===== src/rtl/conv_feeder.sv =====
// conv_feeder: source-side driver for the streaming convolution engine.
// On a start pulse it reads KSIZE*KSIZE weights from word memory into the
// engine's weight register file, then streams the image one pixel per cycle.
// Optional build macro: CONV_FEED_PAD_EN adds a zero-pad border of
// (KSIZE-1)/2 pixels around the streamed image.
module conv_feeder #(
   parameter int IMG_W = 32,
   parameter int IMG_H = 32,
   parameter int KSIZE = 5,
   parameter int AW    = 16,
   parameter int WBASE = 0,
   parameter int XBASE = 32
) (
   input  logic          iCLK,
   input  logic          iRSTn,
   input  logic          iStart,
   output logic          oBusy,
   output logic          oDone,
   output logic          oMemRen,
   output logic [AW-1:0] oMemAddr,
   input  logic [31:0]   iMemData,
   output logic [31:0]   oW,
   output logic [9:0]    oADDR,
   output logic          oWren,
   output logic [31:0]   oX,
   output logic          oValid
);

   localparam int NW = KSIZE * KSIZE;
`ifdef CONV_FEED_PAD_EN
   localparam int P  = (KSIZE - 1) / 2;
`else
   localparam int P  = 0;
`endif
   // streamed frame size, including any pad border
   localparam int SW = IMG_W + 2 * P;
   localparam int SH = IMG_H + 2 * P;
   localparam int CW = $clog2(SW + 1);
   localparam int RW = $clog2(SH + 1);

   localparam logic [9:0]    K_LAST = 10'(NW - 1);
   localparam logic [CW-1:0] C_LAST = CW'(SW - 1);
   localparam logic [RW-1:0] R_LAST = RW'(SH - 1);
   localparam logic [AW-1:0] WB     = AW'(WBASE);
   localparam logic [AW-1:0] XB     = AW'(XBASE);

   localparam logic [1:0] S_IDLE   = 2'd0;
   localparam logic [1:0] S_LOADW  = 2'd1;
   localparam logic [1:0] S_STREAM = 2'd2;
   localparam logic [1:0] S_DRAIN  = 2'd3;

   logic [1:0]    state;
   logic [9:0]    k;
   logic [CW-1:0] c;
   logic [RW-1:0] r;
   logic [AW-1:0] xptr;      // running pixel address; avoids an r*IMG_W multiply
   logic          tag_w;     // read issued last cycle was a weight
   logic          tag_px;    // read (or pad slot) issued last cycle was a pixel
   logic [9:0]    addr_q;
   logic [31:0]   w_hold;
   logic [31:0]   x_hold;
   logic          done_q;
   logic          border;
   logic [31:0]   px;

`ifdef CONV_FEED_PAD_EN
   localparam logic [CW-1:0] C_LO = CW'(P);
   localparam logic [CW-1:0] C_HI = CW'(P + IMG_W);
   localparam logic [RW-1:0] R_LO = RW'(P);
   localparam logic [RW-1:0] R_HI = RW'(P + IMG_H);
   logic tag_zero;

   // border positions skip the memory read and present a zero pixel
   assign border = (c < C_LO) || (c >= C_HI) || (r < R_LO) || (r >= R_HI);
   assign px     = tag_zero ? 32'd0 : iMemData;

   // zero flag travels alongside the pixel tag
   always_ff @(posedge iCLK or negedge iRSTn)
      if (!iRSTn) tag_zero <= 1'b0;
      else        tag_zero <= (state == S_STREAM) && border;
`else
   assign border = 1'b0;
   assign px     = iMemData;
`endif

   // read request is a direct decode of state and counters
   always_comb begin
      oMemRen  = 1'b0;
      oMemAddr = '0;
      if (state == S_LOADW) begin
         oMemRen  = 1'b1;
         oMemAddr = WB + AW'(k);
      end else if (state == S_STREAM) begin
         oMemRen  = !border;
         oMemAddr = xptr;
      end
   end

   // control FSM and position counters
   always_ff @(posedge iCLK or negedge iRSTn) begin
      if (!iRSTn) begin
         state <= S_IDLE;
         k     <= '0;
         c     <= '0;
         r     <= '0;
         xptr  <= '0;
      end else begin
         case (state)
            S_IDLE:
               // done_q blocks a start in the cycle that reports completion
               if (iStart && !done_q) begin
                  state <= S_LOADW;
                  k     <= '0;
                  c     <= '0;
                  r     <= '0;
                  xptr  <= XB;
               end
            S_LOADW: begin
               k <= k + 10'd1;
               if (k == K_LAST) state <= S_STREAM;
            end
            S_STREAM: begin
               if (!border) xptr <= xptr + AW'(1);
               if (c == C_LAST) begin
                  c <= '0;
                  r <= r + RW'(1);
                  if (r == R_LAST) state <= S_DRAIN;
               end else begin
                  c <= c + CW'(1);
               end
            end
            default: state <= S_IDLE;
         endcase
      end
   end

   // return-path tags, weight index and completion pulse
   always_ff @(posedge iCLK or negedge iRSTn) begin
      if (!iRSTn) begin
         tag_w  <= 1'b0;
         tag_px <= 1'b0;
         addr_q <= '0;
         done_q <= 1'b0;
      end else begin
         tag_w  <= (state == S_LOADW);
         tag_px <= (state == S_STREAM);
         done_q <= (state == S_DRAIN);
         if (state == S_LOADW) addr_q <= k;
      end
   end

   // hold registers keep oW/oX stable while strobes are low
   always_ff @(posedge iCLK or negedge iRSTn) begin
      if (!iRSTn) begin
         w_hold <= '0;
         x_hold <= '0;
      end else begin
         if (tag_w)  w_hold <= iMemData;
         if (tag_px) x_hold <= px;
      end
   end

   assign oWren  = tag_w;
   assign oValid = tag_px;
   assign oADDR  = addr_q;
   assign oW     = tag_w  ? iMemData : w_hold;
   assign oX     = tag_px ? px       : x_hold;
   assign oBusy  = (state != S_IDLE);
   assign oDone  = done_q;

endmodule


===== config.mk =====
export PLATFORM = sky130hd
export DESIGN_NAME = conv_feeder
export DESIGN_NICKNAME = d
export VERILOG_FILES = /design/src/rtl/conv_feeder.sv
export SDC_FILE = /design/constraint.sdc
export NUM_CORES = 1
export LEC_CHECK = 0
export BUFFER_PORTS_ARGS = -buffer_cell sky130_fd_sc_hd__buf_4
export CELL_PAD_IN_SITES_DETAIL_PLACEMENT = 1
export CELL_PAD_IN_SITES_GLOBAL_PLACEMENT = 1
export CORE_MARGIN = 2
export CORE_UTILIZATION = 35
export DETAILED_ROUTE_END_ITERATION = 16
export PLACE_DENSITY_LB_ADDON = 0.1
export SLEW_MARGIN = 15
export SYNTH_ARGS = -nofsm -noshare
export SYNTH_HDL_FRONTEND = slang
export SYNTH_SLANG_ARGS = --single-unit

===== constraint.sdc =====
create_clock -name iCLK -period 2.8 [get_ports iCLK]
set_clock_uncertainty 0.1 [all_clocks]
set_input_delay 0.42 -clock iCLK [delete_from_list [all_inputs] [get_ports iCLK]]
set_output_delay 0.42 -clock iCLK [all_outputs]
set_load 0.05 [all_outputs]

==> results.md, run 1 <==
- Run status: completed
- Std-Cell Core Area: 0.0151 sq mm
- Critical path capture point type: output pin
- Worst hold start: iMemData[4]
- I/O pin count: 130
- Synthesized area: around 0.0054 sq mm
- Crit-path cells: inv_1, ha_2, buf_4, nor2b_1, buf_4, a22o_1, buf_4
- Slew margin rel.: 0.599
- Worst reg2reg startpoint: state[0]
- Layout cells sized above 1: 0.444
- Worst r2r dst: r[2]
- Level count of the clock H-tree: 4
- CTS tree: done
- WP buf/inv: 4
- Clock tree buffer depth: 2
- Clock-pin slew on the worst setup and hold paths: roughly 0.060 ns
- Synthesized flop and latch total: between 100 and 150
- Setup TNS: 0 ns
- Worst EP arrival: ~2.1 ns
- Worst path slowest cell: dfrtp_1
- Largest net degree at the start of global routing: 64
- Fin. Hold Viols: 0
- FF-to-FF setup slack: 0.33 ns
- Final ANT Viol Nets: 0
- Async SR Flop Fraction: 1.00
- Drt total wl: around 14,000 um
- DR iter-0 viols: around 160
- Final Max Slew Viols: 0
- Syn Nets: about 500
- Row count: 45
- Nets: roughly 630
- Number of flops mapped to enable cells by yosys: 0
- Layout fillers: 1,594
- Die area: 0.0163 sq mm
- Data required, critical path: ~2.3 ns
- Total of max-cap violations: 0
- First-pass detailed-route iteration total: 4
- Sink Count: 117
- DR vias: between 4,000 and 5,000
- PortBufs: about 130
- Synthesized instance count: 443
- RSZ-0062 raised after global routing: false
- Die height: 128 um
- Final setup violation count: 0
- Area Growth Syn to Fin: 34.1%
- Pwr dens: 571 mW/mm^2
- Leakage power: 3.37 nW
- Clock root buffer: clkbuf_16
- Worst slew pin tran: 0.587 ns
- Slowest stage delay, CP: 0.41 ns
- CP most frequent cell: buf_4
- Final HPWL DP: between 10,000 and 15,000 um
- Ratio of final minimum period to clock period: 0.942
- Sequential-to-total area share from yosys stat: 0.547
- Starting density of the core: 0.355
- Crit path max fanout: 16
- Min Tclk post-route: approximately 2.6 ns
- CP Launch Point: state[0]
- Startpoint types: flop
- Number of remaining DRC errors: 0
- Worst Setup EP: oMemAddr[1]
- Min-Delay Path Class: input pin to flop
- GRT Total Usage: 0.183
- Max IR drop VDD: 401 uV
- R2R depth: 7
- Worst path depth: 7
- TritonCTS buffer count: 17
- Count of cell types in the netlist: 50
- CP top delay family: buffers and inverters
- Peak Freq: 0.379 GHz
- Synthesis Warnings: 0
- Critical path class: flop to output pin
- Top_reg_cell synth: dfrtp_1
- Die X: ~130 um
- GRT overflow: 0
- Antenna violations before repair: 0
- Wirelength per Cell: approximately 18 um
- Clk_lat worst skew: 0.42 ns
- Final hold slack: 0.161 ns
- Antenna Cells: 0
- Vias per cell: ~5.2
- Global-route wire length before repair: about 23,000 um
- Avg Cell Area, Syn: 12.1 sq um
- Vias in the first global route: approximately 4,500
- Gpl congestion: about 0.73
-- timing repair --
action                                 CTS  global route
gates resized for setup                  0             1
buffers inserted                         0             0
endpoints found under the hold margin   25             0
hold buffers                             1             0
setup endpoints to repair                0             4
-- through the flow --
| stage | cells | util | cell area, sq um | worst slack, ns | power, mW |
|---|---|---|---|---|---|
| after floorplan | 443 | - | 5360 | 0.452 | 1.87 |
| after global placement | 750 | 0.436 | 6580 | 0.368 | 1.99 |
| after detailed placement | 750 | 0.436 | 6580 | 0.317 | 1.99 |
| after CTS | 783 | 0.476 | 7180 | 0.0677 | 4.17 |
| after global routing | 783 | 0.476 | 7180 | 0.0156 | 4.26 |
| final | 783 | 0.476 | 7180 | 0.161 | 4.10 |
-- flip-flops by register name (all words and copies together), names as in the netlist --
signal and count:
oWren 1, xptr 16, x_hold 32, w_hold 32, oValid 1, oDone 1, c 6, state 2
k 10, r 6, oADDR 10
-- cell usage in the layout (no fill, tap or decap), types with 9 or more instances in the layout --
cell	count
nand2b_1	16
a22o_1	21
nand2_1	33
ha_1	9
buf_4	144
nand3_1	17
nor2_1	11
clkbuf_16	17
dfrtp_1	117
mux2_2	76
o21ai_0	23
-- worst min-delay path by stage --
stage | endpoint | cells past startpoint
after floorplan | c[0] | 0
after global placement | w_hold[13] | 1
after detailed placement | w_hold[13] | 1
after CTS | w_hold[4] | 2
after global routing | x_hold[30] | 2
final | w_hold[4] | 2
-- worst register-to-register path: cells and delay by family, from the launching register on --
family / cells / cell delay [ns]
AO/OA/AOI/OAI: 1 / 0.09
adder cells (fa/ha/maj): 1 / 0.36
buffers and inverters: 2 / 0.37
flip-flops: 1 / 0.41
AND/OR/NAND/NOR: 3 / 1.06
-- cells by family (layout without fill, tap and decap cells) --
| group | Yosys count | after routing | synth area share |
|---|---|---|---|
| buf+inv | 33 | 185 | 0.0255 |
| compound gates | 77 | 77 | 0.103 |
| fa+ha+maj | 10 | 10 | 0.0234 |
| mux | 84 | 84 | 0.175 |
| flops | 117 | 117 | 0.547 |
| simple gates | 117 | 117 | 0.118 |
| xor+xnor | 5 | 5 | 0.00818 |
-- layout make-up --
cell class	count	area (sq um)	area share
well taps	188	235	0.0327
clock buffers	18	439	0.0611
clock inverters	14	150	0.0209
flip-flops and latches	117	2930	0.408
multi-input cells	293	2290	0.319
inverters	7	26.3	0.00366
repair buffers	146	1110	0.155
-- per-layer routing --
layer / global-route usage / routed length (um) / vias up
li1: - / - / 1872
met1: 0.223 / 6260 / 2064
met2: 0.320 / 7150 / 85
met3: 0.0484 / 574 / 17
met4: 0.0549 / 182 / 0
met5: 0 / 0 / -
-- Yosys cell counts (all sizes together) (5+ instances only) --
cell type	number	area, sq um
dfrtp	117	2930
mux2	77	867
nand2	33	124
a22o	23	204
o21ai	23	115
nand3	17	85.1
nand2b	16	100
buf	13	61.3
clkbuf	13	48.8
nor2	11	41.3
ha	10	125
a21oi	8	40.0
and2	8	50.1
inv	7	26.3
mux2i	7	70.1
or2	6	37.5
xnor2	5	43.8
-- report_power, final --
| part | internal [mW] | leakage (nW) | total [mW] | switching [mW] |
|---|---|---|---|---|
| combinational | 0.0830 | 1.66 | 0.240 | 0.157 |
| clock | 1.34 | 0.271 | 2.14 | 0.803 |
| sequential | 1.72 | 1.44 | 1.72 | 0.00617 |
| total | 3.13 | 3.37 | 4.10 | 0.967 |
No activity file was read; power rests on OpenSTA's default activity.
==> inputs of run 2 (changes only) <==
--- a/config.mk
+++ b/config.mk
@@ -11,6 +11,7 @@
 export CORE_MARGIN = 2
 export CORE_UTILIZATION = 35
 export DETAILED_ROUTE_END_ITERATION = 16
+export GPL_TIMING_DRIVEN = 0
 export PLACE_DENSITY_LB_ADDON = 0.1
 export SLEW_MARGIN = 15
 export SYNTH_ARGS = -nofsm -noshare
==> run 2 against run 1 <==
Global-route usage decreased by 0.25 points. Non-clock buffer count is 11 higher. Cell area grew 0.75%. Clock power is 6% higher. Setup slack got worse by 0.0074 ns. Critical path type unchanged. Die area stayed put. Sequential power about the same. First-iteration DRC count down 18%. Sequential share of layout area fell by 0.30 points. Hold slack gained 0.0071 ns. Maximum frequency decreased by 0.28%. Combinational power hardly changed.
==> results.md, run 2 (synthesis results as in run 1) <==
- Run status: completed
- I/O pin count: 130
- Reg power frac: 0.407
- Min-Delay Path Class: input pin to flop
- Row count: 45
- Worst slew pin tran: 0.601 ns
- Worst path slowest cell: dfrtp_1
- First-pass detailed-route iteration total: 4
- Clk_lat worst skew: roughly 0.41 ns
- Pre-CTS setup slack: between 0.06 and 0.07 ns
- Layout cells sized above 1: 0.429
- Area Growth Syn to Fin: 35.1%
- Pwr dens: 585 mW/mm^2
- Final ANT Viol Nets: 0
- Worst setup margin: ~0.15 ns
- RSZ-0062 raised after global routing: false
- Largest net degree at the start of global routing: 66
- Peak Freq: 0.378 GHz
- Setup TNS: 0 ns
- Fin. Hold Viols: 0
- GRT overflow: 0
- Nets: between 600 and 700
- DR vias: about 4,000
- Total of max-cap violations: 0
- Worst EP arrival: roughly 2.1 ns
- Critical path class: flop to output pin
- Final HPWL DP: approximately 10,000 um
- Hold Crit Endpoint: w_hold[24]
- PortBufs: around 130
- Pint: approximately 3.3 mW
- Data required, critical path: roughly 2.3 ns
- Leakage power: between 3 and 4 nW
- Clock-pin slew on the worst setup and hold paths: roughly 0.05 ns
- Level count of the clock H-tree: 4
- Die height: between 100 and 150 um
- Max IR drop VDD: 384 uV
- Drt total wl: about 14,000 um
- Comb power frac: 0.057
- Starting density of the core: 0.355
- Die area: roughly 0.016 sq mm
- GRT Total Usage: 0.181
- CTS tree: done
- Gpl congestion: 0.793
- Startpoint types: flop
- TritonCTS buffer count: 17
- R2R depth: 9
- Antenna Cells: 0
- Switching part of the total: 0.216
- Postcts setup bufs: 0
- Crit path max fanout: 10
- Final Max Slew Viols: 0
- Slowest stage delay, CP: around 0.4 ns
- Final setup violation count: 0
- Global-route wire length before repair: 22,800 um
- Slew margin rel.: 0.599
- Crit-path cells: inv_1, ha_1, buf_4, nor2b_1, buf_4, buf_6, a22o_1, buf_4
- Clock tree buffer depth: 2
- Layout fillers: approximately 1,600
- CP most frequent cell: buf_4
- Clock root buffer: clkbuf_16
- Most frequent cells in the layout: buf_4, dfrtp_1, mux2_2, nand2_1, o21ai_0
- Vias in the first global route: 4,285
- Clock power share: 0.537
- Number of remaining DRC errors: 0
- DR iter-0 viols: 129
- Min Tclk post-route: 2.65 ns
- Worst hold start: iMemData[24]
- FF-to-FF setup slack: approximately 0.32 ns
- Sink Count: around 120
- Most common cell after layout, fill and taps aside: buf_4
- WHS Path Cells: 2
- Worst reg2reg startpoint: state[0]
- Die X: 128 um
- Antenna violations before repair: 0
- Switch Pwr: around 0.9 mW
- Ratio of final minimum period to clock period: 0.945
- Std-Cell Core Area: between 0.015 and 0.02 sq mm
- Wirelength per Cell: between 15 and 20 um
- Critical path capture point type: output pin
- Biggest regs: w_hold x32, x_hold x32, xptr x16
- Worst r2r dst: xptr[15]
- Vias per cell: slightly above 5
run 2: cell count changes in the layout (fill, tap and decap cells not counted):
cell	before	now
buf_1	0	3
buf_12	1	0
buf_16	0	1
buf_2	0	4
buf_4	144	131
buf_6	0	2
bufinv_16	2	4
clkbuf_1	0	11
clkbuf_2	0	5
clkbuf_4	0	1
clkbuf_8	1	2
clkinv_4	1	0
clkinvlp_4	6	3
inv_6	3	0
run 2: worst max-delay path, delay by kind of cell, from the launching register on:
family | cells | cell delay (ns)
AOI/OAI and AO/OA | 1 | 0.19
buffers and inverters | 5 | 0.77
and+or+nand+nor | 1 | 0.14
adders and majority gates | 1 | 0.22
DFF | 1 | 0.40
run 2: final cells by class:
type | instances | area (sq um) | area share
tap | 188 | 235 | 0.0325
timing repair buffer | 131 | 1010 | 0.140
clock buffer | 21 | 460 | 0.0636
buffer | 26 | 131 | 0.0182
clock inverter | 9 | 153 | 0.0211
sequential | 117 | 2930 | 0.405
multi-input combinational | 293 | 2290 | 0.317
inverter | 7 | 26.3 | 0.00363
run 2: what timing repair did:
item	CTS	global route
resized for setup	6	9
setup endpoints to repair	10	39
hold buffers	1	0
hold endpoints to repair	52	0
run 2: power groups by stage:
| stage | combinational [mW] | clock, mW | sequential (mW) |
|---|---|---|---|
| after detailed placement | 0.244 | 0 | 1.75 |
| after global placement | 0.232 | 0 | 1.75 |
| after global routing | 0.258 | 2.41 | 1.72 |
| final | 0.240 | 2.27 | 1.72 |
| after CTS | 0.246 | 2.33 | 1.72 |
| after floorplan | 0.118 | 0 | 1.75 |
run 2: how the worst max path moves through the flow:
stage / cells after the start / to / slack, ns / startpoint
finish: 8 / oMemAddr[7] / 0.15 / state[0]
floorplan: 5 / oMemAddr[7] / 0.45 / state[1]
global placement: 6 / oMemAddr[7] / 0.05 / state[1]
global route: 9 / oMemAddr[0] / 0.008 / state[0]
detailed placement: 6 / oMemAddr[7] / 0.06 / state[1]
CTS: 8 / oMemAddr[7] / 0.03 / state[0]
run 2: layer usage:
layer	share of wire	vias up	GRT usage	wire length [um]
met5	0	-	0	0
met4	0.017	0	0.0608	243
met3	0.044	17	0.0488	618
met2	0.49	98	0.298	6830
met1	0.45	2041	0.232	6370
li1	-	1892	-	-
run 2: stage by stage:
step	power [mW]	cell area, sq um	hold slack (ns)	cells	utilization
after floorplan	1.87	5360	0.0244	443	-
after global placement	1.98	6560	0.356	760	0.435
after detailed placement	1.99	6590	0.314	761	0.437
after CTS	4.29	7220	0.150	792	0.479
after global routing	4.39	7240	0.148	792	0.480
final	4.23	7240	0.168	792	0.480
==> inputs of run 3 (changes only) <==
--- a/config.mk
+++ b/config.mk
@@ -5,12 +5,12 @@
 export SDC_FILE = /design/constraint.sdc
 export NUM_CORES = 1
 export LEC_CHECK = 0
-export BUFFER_PORTS_ARGS = -buffer_cell sky130_fd_sc_hd__buf_4
 export CELL_PAD_IN_SITES_DETAIL_PLACEMENT = 1
 export CELL_PAD_IN_SITES_GLOBAL_PLACEMENT = 1
 export CORE_MARGIN = 2
 export CORE_UTILIZATION = 35
 export DETAILED_ROUTE_END_ITERATION = 16
+export DONT_BUFFER_PORTS = 1
 export GPL_TIMING_DRIVEN = 0
 export PLACE_DENSITY_LB_ADDON = 0.1
 export SLEW_MARGIN = 15
==> run 3 against run 2 <==
The flow now finishes with violations (hold timing). Cell area shrank 13%. Total power fell by 4.4%. Die area stayed put. Sequential share of layout area up 6.2 points. Non-clock buffer count is 131 lower. Routed wire length decreased by 5.8%. Largest cell class unchanged. Largest power group unchanged.
==> results.md, run 3 (synthesis results as in run 1) <==
- Min Tclk post-route: between 2 and 3 ns
- Post-Layout Cell Count: ~660
- Postcts setup bufs: 0
- TritonCTS buffer count: 17
- CTS tree: done
- Total chip power: slightly above 4 mW
- Std-Cell Core Area: approximately 0.015 sq mm
- Layout fillers: ~1,600
- Worst setup margin: 0.111 ns
- Die X: approximately 130 um
- Clock root buffer: clkbuf_16
- Worst reg2reg startpoint: state[0]
- Worst r2r dst: xptr[9]
- Nets: just over 500
- Row count: 45
- Most common cell after layout, fill and taps aside: dfrtp_1
- Critical path class: flop to output pin
- Vias per cell: about 5.3
- Wirelength per Cell: between 15 and 20 um
- Critical path capture point type: output pin
- PortBufs: 0
- Slowest stage delay, CP: approximately 0.41 ns
- Die height: around 130 um
- Slew margin rel.: 0.628
- Final HPWL DP: just over 9000 um
- Max IR drop VDD: 413 uV
- Peak Freq: roughly 0.37 GHz
- GRT Total Usage: 0.170
- Global-route wire length before repair: roughly 21,000 um
- I/O pin count: 130
- Worst slew pin tran: ~0.54 ns
- Vias in the first global route: approximately 3,800
- Setup TNS: 0 ns
- Clock-pin slew on the worst setup and hold paths: approximately 0.060 ns
- Data required, critical path: ~2.3 ns
- Number of remaining DRC errors: 0
- Ratio of final minimum period to clock period: 0.961
- Run status: finished with violations
- Gpl congestion: about 0.74
- DR iter-0 viols: 97
- CP Launch Point: state[0]
- Dpl cells: 631
- Crit-path cells: inv_1, ha_1, buf_4, nor2b_1, clkbuf_2, buf_6, nand2_1, nand2_4
- Biggest regs: w_hold x32, x_hold x32, xptr x16
- Leakage power: 2.75 nW
- Crit path max fanout: 10
- Final ANT Viol Nets: 0
- Drt total wl: approximately 13,000 um
- Failing checks: hold timing
- Min-Delay Path Class: input pin to async pin
- R2R depth: 9
- Die area: ~0.016 sq mm
- Final setup violation count: 0
- Worst path slowest cell: dfrtp_1
- Most frequent cells in the layout: dfrtp_1, mux2_2, nand2_1, o21ai_0
- Antenna Cells: 0
- Worst EP arrival: around 2.2 ns
- Fin. Hold Viols: roughly 120
- Total of max-cap violations: 0
- GRT overflow: 0
- Pre-CTS setup slack: -0.120 ns
- Level count of the clock H-tree: 4
- Clock tree buffer depth: 2
- DR vias: 3,539
- FF-to-FF setup slack: ~0.31 ns
- Starting density of the core: 0.355
- Clk_lat worst skew: 0.42 ns
- First-pass detailed-route iteration total: 4
- RSZ-0062 raised after global routing: false
- Final Max Slew Viols: 0
- Largest net degree at the start of global routing: 118
- Layout cells sized above 1: 0.318
- Sink Count: between 100 and 150
- Area Growth Syn to Fin: 17.1%
- Antenna violations before repair: 0
- Pwr dens: around 650 mW/mm^2
- Startpoint types: flop
- Final hold slack: -0.406 ns
## run 3: changes by cell type in the layout (fill, tap and decap cells not counted), moves of 3 or more
cell      delta
inv_6        +4
clkinv_4     +4
buf_2        +6
a22o_4       +3
a22o_1       -8
a22o_2       +5
and2_1       -6
buf_4      -129
and2_4       +6
## run 3: power breakdown
part	internal (mW)	switching, mW
Clock	1.37	0.831
Sequential	1.71	0.00533
Combinational	0.0205	0.104
## run 3: cell type report
class | instances | area [sq um] | area share
Tap cell | 188 | 235 | 0.0375
Inverter | 7 | 26.3 | 0.00419
Clock inverter | 12 | 145 | 0.0231
Buffer | 26 | 133 | 0.0211
Clock buffer | 20 | 457 | 0.0728
Multi-Input combinational cell | 293 | 2350 | 0.374
Sequential cell | 117 | 2930 | 0.467
## run 3: worst max-delay path: cells and delay by family (launching register included)
kind	cells	cell delay [ns]
buf+inv	4	0.71
fa+ha+maj	1	0.19
flops	1	0.41
simple gates	3	0.42
## run 3: what timing repair did
action / in CTS / in global routing
resized for setup: 37 / 6
endpoints found under the setup margin: 75 / 31
hold endpoints to repair: 117 / 117
cloned: 0 / 0
## run 3: metrics by stage
stage,util,instance area [sq um]
after floorplan,-,5360
after global placement,0.370,5590
after detailed placement,0.370,5590
after CTS,0.415,6260
after global routing,0.416,6270
final,0.416,6270
## run 3: worst max path at each step
stage                     slack, ns          end  cells after the start
after floorplan                0.45  oMemAddr[7]                      5
after global placement        -0.09  oMemAddr[7]                      5
after detailed placement      -0.12  oMemAddr[7]                      5
after CTS                      0.02  oMemAddr[0]                      8
after global routing          0.001        oX[6]                      3
final                          0.11  oMemAddr[0]                      8
## run 3: metal layers
| layer | part of all wire | wire length, um | track usage | up-vias |
|---|---|---|---|---|
| li1 | - | - | - | 1640 |
| met1 | 0.44 | 5860 | 0.212 | 1788 |
| met2 | 0.47 | 6210 | 0.266 | 93 |
| met3 | 0.072 | 953 | 0.0651 | 18 |
| met4 | 0.017 | 227 | 0.0672 | 0 |
| met5 | 0 | 0 | 0 | - |
